File: config.mk
export PLATFORM = sky130hd
export DESIGN_NAME = fx2lp_slave_fifo_reader
export DESIGN_NICKNAME = d
export VERILOG_FILES = /design/src/rtl/fx2lp_slave_fifo_reader.sv
export SDC_FILE = /design/constraint.sdc
export NUM_CORES = 1
export LEC_CHECK = 0
export ABC_AREA = 0
export CAP_MARGIN = 40
export CORE_MARGIN = 1.5
export CORE_UTILIZATION = 48
export DETAILED_ROUTE_END_ITERATION = 8
export PLACE_DENSITY_LB_ADDON = 0.2
export SLEW_MARGIN = 20
export SYNTH_ARGS = -nofsm -noshare
export SYNTH_HDL_FRONTEND = slang
export SYNTH_SLANG_ARGS = --single-unit
File: constraint.sdc
create_clock -name clk -period 1.9 [get_ports clk]
set_input_delay 0.285 -clock clk [delete_from_list [all_inputs] [get_ports clk]]
set_output_delay 0.285 -clock clk [all_outputs]
set_load 0.03 [all_outputs]
File: src/rtl/fx2lp_slave_fifo_reader.sv
// FX2LP synchronous slave FIFO reader: drains an OUT endpoint byte by byte and packs
// little-endian words onto an Avalon-ST source.
module fx2lp_slave_fifo_reader #(
  parameter logic [1:0]  EP_ADDR        = 2'b00,
  parameter int unsigned EMPTY_FLAG_IDX = 0,
  parameter int unsigned DATA_BYTES     = 4,
  localparam int unsigned IdxW  = (DATA_BYTES > 1) ? $clog2(DATA_BYTES) : 1,
  localparam int unsigned DataW = 8 * DATA_BYTES
) (
  input  logic             clk,
  input  logic             reset_n,
  input  logic             enable,
  input  logic             flush,
  input  logic [7:0]       fx2lp_fd,
  input  logic [2:0]       fx2lp_flag_n,
  output logic             fx2lp_slrd_n,
  output logic             fx2lp_sloe_n,
  output logic [1:0]       fx2lp_fifoadr,
  output logic [DataW-1:0] out_data,
  output logic             out_valid,
  input  logic             out_ready,
  output logic [IdxW-1:0]  byte_idx
);

  localparam logic [IdxW-1:0] LastIdx = IdxW'(DATA_BYTES - 1);

  typedef enum logic [2:0] {StIdle, StOe, StCheck, StRead, StWait} state_e;

  state_e           state_q, state_d;
  logic             empty_n_q;
  logic [DataW-1:0] asm_q, asm_d;
  logic [DataW-1:0] data_q, data_d;
  logic [DataW-1:0] word_next;
  logic             valid_q, valid_d;
  logic [IdxW-1:0]  idx_q, idx_d;
  logic             read_ok;
  logic             unused_flags;

  assign unused_flags  = ^fx2lp_flag_n;
  assign fx2lp_fifoadr = EP_ADDR;
  assign out_data      = data_q;
  assign out_valid     = valid_q;
  assign byte_idx      = idx_q;

  // Never start a final-byte read while the output word is still held.
  assign read_ok = empty_n_q & enable & ~flush & ~((idx_q == LastIdx) & valid_q & ~out_ready);

  always_comb begin
    state_d      = state_q;
    fx2lp_sloe_n = 1'b1;
    fx2lp_slrd_n = 1'b1;
    unique case (state_q)
      StIdle: begin
        if (enable) state_d = StOe;
      end
      StOe: begin
        fx2lp_sloe_n = 1'b0;
        state_d      = StCheck;
      end
      StCheck: begin
        fx2lp_sloe_n = 1'b0;
        if (!enable)      state_d = StIdle;
        else if (read_ok) state_d = StRead;
      end
      StRead: begin
        fx2lp_sloe_n = 1'b0;
        fx2lp_slrd_n = 1'b0;
        state_d      = StWait;
      end
      StWait: begin
        fx2lp_sloe_n = 1'b0;
        state_d      = enable ? StCheck : StIdle;
      end
      default: state_d = StIdle;
    endcase
  end

  always_comb begin
    asm_d     = asm_q;
    data_d    = data_q;
    valid_d   = valid_q;
    idx_d     = idx_q;
    word_next = asm_q;
    word_next[{idx_q, 3'b000} +: 8] = fx2lp_fd;
    if (valid_q && out_ready) valid_d = 1'b0;
    if (flush) begin
      idx_d = '0;
    end else if (state_q == StRead) begin
      asm_d = word_next;
      if (idx_q == LastIdx) begin
        data_d  = word_next;
        valid_d = 1'b1;
        idx_d   = '0;
      end else begin
        idx_d = idx_q + 1'b1;
      end
    end
  end

  always_ff @(posedge clk or negedge reset_n) begin
    if (!reset_n) begin
      state_q   <= StIdle;
      empty_n_q <= 1'b0;
      asm_q     <= '0;
      data_q    <= '0;
      valid_q   <= 1'b0;
      idx_q     <= '0;
    end else begin
      state_q   <= state_d;
      empty_n_q <= fx2lp_flag_n[EMPTY_FLAG_IDX];
      asm_q     <= asm_d;
      data_q    <= data_d;
      valid_q   <= valid_d;
      idx_q     <= idx_d;
    end
  end

endmodule
==> qor.yml <==
timing:
  setup_skew_after_layout_ns: 0.00726
  finalHoldViolations: 0
  unrepaired_setup_endpoints_after_global_routing: "false"
  timing.final.max_slew_violations: 0
  timing.final.ws_setup_ns: 0.107
  fin_setup_tns_ns: 0
  max_clock_freq_ghz: 0.558
  min_period_over_period: 0.944
  setup_violations: 0
  slew_headroom: 0.612
  worst_hold_slack_ns: 0.377
  timing_worst_slew_pin_value_ns: 0.583
  post-route-min-period_ns: 1.79
cells_and_area:
  areaGrowthSynthToFinish_pct: 24.7
  antenna-diode-count: 0
  finish.utilization: 0.623
  final_layout_size_suffix_gt1_frac: 0.156
  most-common-layout-cells: "a21oi_1 (73), dfrtp_1 (69), clkdlybuf4s50_1 (47)"
  filler_cell_count: 585
  stdcell_count: 473
  finalNetCount: 396
  layout_commonest_cell: "a21oi_1"
  postLayoutCellArea_um2: 4260
synth:
  synth_seq_cells: 71
  seq_area_frac_synth: 0.520
  syn_inst: 318
  syn_area_per_cell_um2: 10.7
  yosys_warnings: 0
  netlist-cell-type-count: 36
  synthesis.area_um2: 3410
setup_path:
  register_to_register_setup_slack_ns: 0.11
  worst_r2r_endpoint: "asm_q[23]"
  path_class: "reg2reg"
  critical_path.reg2reg.startpoint: "byte_idx[0]"
  critical_path_required_ns: 2.13
  crit_path_start_kind: "register"
  worst_setup_end_kind: "register"
  critical_path.max_fanout: 19
  ff2ff_path_depth: 5
  worst_path_arrival_time_ns: 2.02
routing:
  vias: 2672
  drtIter0Drc: 124
  drt_pre_antenna_iters: 4
  detail_route.wirelength_um: 8350
  final_antenna_net_count: 0
  drc: 0
  post_drt_via_cell_ratio: 5.65
  detail_route.wl_per_cell_um: 17.7
flow_run:
  max-cap-violations: 0
global_routing:
  grt_max_degree: 35
  grt_use_total: 0.239
  grt_antenna_before_repair: 0
  grt_pass1_wl_um: 13800
  grt_overflow_total: 0
  first_global_vias: 2707
clock_tree:
  cts-buffers-inserted: 9
  clock_insertion_delay_worst_skew_ns: 0.34
  cts_root_buffer: "clkbuf_8"
  post_cts_setup_inserts: 0
  htreeDepth: 3
  clockBufferDepth: 2
  clkTransAtPathRegs_ns: 0.07
  tritoncts_clock_tree: "yes"
  cts_num_sinks: 71
power_and_ir_drop:
  power.leakage_nw: 1.94
  vdd.ir_drop.worst_uv: 503
  power-per-cell-area_nw_per_um2: 856
  total_power_mw: 3.64
min_path:
  timing.hold.worst_path_depth: 1
  min_delay_worst_endpoint: "empty_n_q"
  min-delay-path-class: "in2reg"
  worst_hold_startpoint: "fx2lp_flag_n[0]"
placed_design:
  dpl.cell_count: 458
  dpl_hpwl_um: 5720
  globalplace.congestion: 0.852
  placedInstanceArea_um2: 4080
  detailedPlace.worstSlack_ns: 0.0633
  buffer_ports.inserted: 50
outcome:
  run_status: "completed"
floorplan:
  rows: 30
  top_level_ports: 55
  floorplan.die.height_um: 87.3
  coreArea_um2: 6830
  total_die_area_um2: 7630
  die-width_um: 87.3
  floorplan.initialDensity: 0.500
-- worst max-delay path: stages (launching register included) --
cell and delay, ns:
dfrtp_2 0.42, inv_1 0.10, ha_1 0.33, buf_4 0.21
and4b_1 0.32, a32o_1 0.30
-- Yosys cell counts (all sizes together) --
cell type	count	area [µm²]
inv	5	18.8
a21o	1	7.51
conb	1	3.75
or3	1	7.51
nand2b	9	56.3
a211oi	1	7.51
nand3b	1	7.51
nor2	3	13.8
nor2b	24	150
a21oi	73	365
a22o	24	220
buf	26	161
and3	1	6.26
nor3b	1	18.8
and2	2	15.0
a32o	8	80.1
a311o	1	10.0
o21ai	1	5.00
nand4b	8	70.1
ha	6	75.1
clkbuf	11	41.3
mux2i	2	20.0
and4bb	3	37.5
nand2	6	22.5
o21a	1	7.51
dfrtp	71	1780
xor2	1	8.76
a31oi	16	100
and4b	10	100
-- flip-flops by register name (all words and copies together), names as in the netlist --
signal / count
out_data: 32
asm_q: 32
empty_n_q: 1
state_q: 3
byte_idx: 2
out_valid: 1
-- power by group --
group | total [mW] | internal [mW] | switching, mW
sequential | 1.73 | 1.63 | 0.0944
clock | 1.05 | 0.530 | 0.520
combinational | 0.866 | 0.397 | 0.469
total | 3.64 | 2.56 | 1.08
-- kinds of logic (layout without fill, tap and decap cells) --
logic type                 Yosys count  in the layout  synth area share
AOI/OAI and AO/OA                  126            126             0.235
DFF                                 71             71             0.520
and+or+nand+nor                     69             69             0.148
buffers and inverters               42            100            0.0649
adders and majority gates            6              6            0.0220
muxes                                2              2           0.00586
other                                1              2           0.00110
xor gates and xnor gates             1              1           0.00257
-- cell type report --
type / count / area, µm² / share of cell area
flip-flops and latches: 71 / 1780 / 0.418
well taps: 96 / 120 / 0.0282
repair buffers: 81 / 753 / 0.177
clock buffers: 13 / 159 / 0.0373
inverters: 5 / 18.8 / 0.00441
clock inverters: 1 / 5.00 / 0.00118
multi-input cells: 206 / 1420 / 0.334
-- routing by layer --
metal / track usage / routed length, µm
met1: 0.322 / 3820
met4: 0.0823 / 110
met5: 0 / 0
met2: 0.393 / 4060
met3: 0.0379 / 361
-- repair_timing --
action / CTS / global route
gates resized for setup: 2 / 1
endpoints found under the setup margin: 2 / 1
pin swaps: 0 / 0
hold endpoints to repair: 22 / 0
hold buffers: 1 / 0
-- how the worst max path moves through the flow --
stage	from	endpoint	slack, ns	cells after the start
final	byte_idx[0]	asm_q[23]	0.11	5
after global routing	byte_idx[1]	asm_q[16]	0.02	5
after CTS	byte_idx[0]	asm_q[23]	0.11	5
after detailed placement	flush	asm_q[25]	0.06	5
after global placement	flush	asm_q[25]	0.12	5
after floorplan	byte_idx[0]	asm_q[0]	0.004	7
Power figures use the tool's default switching activity.
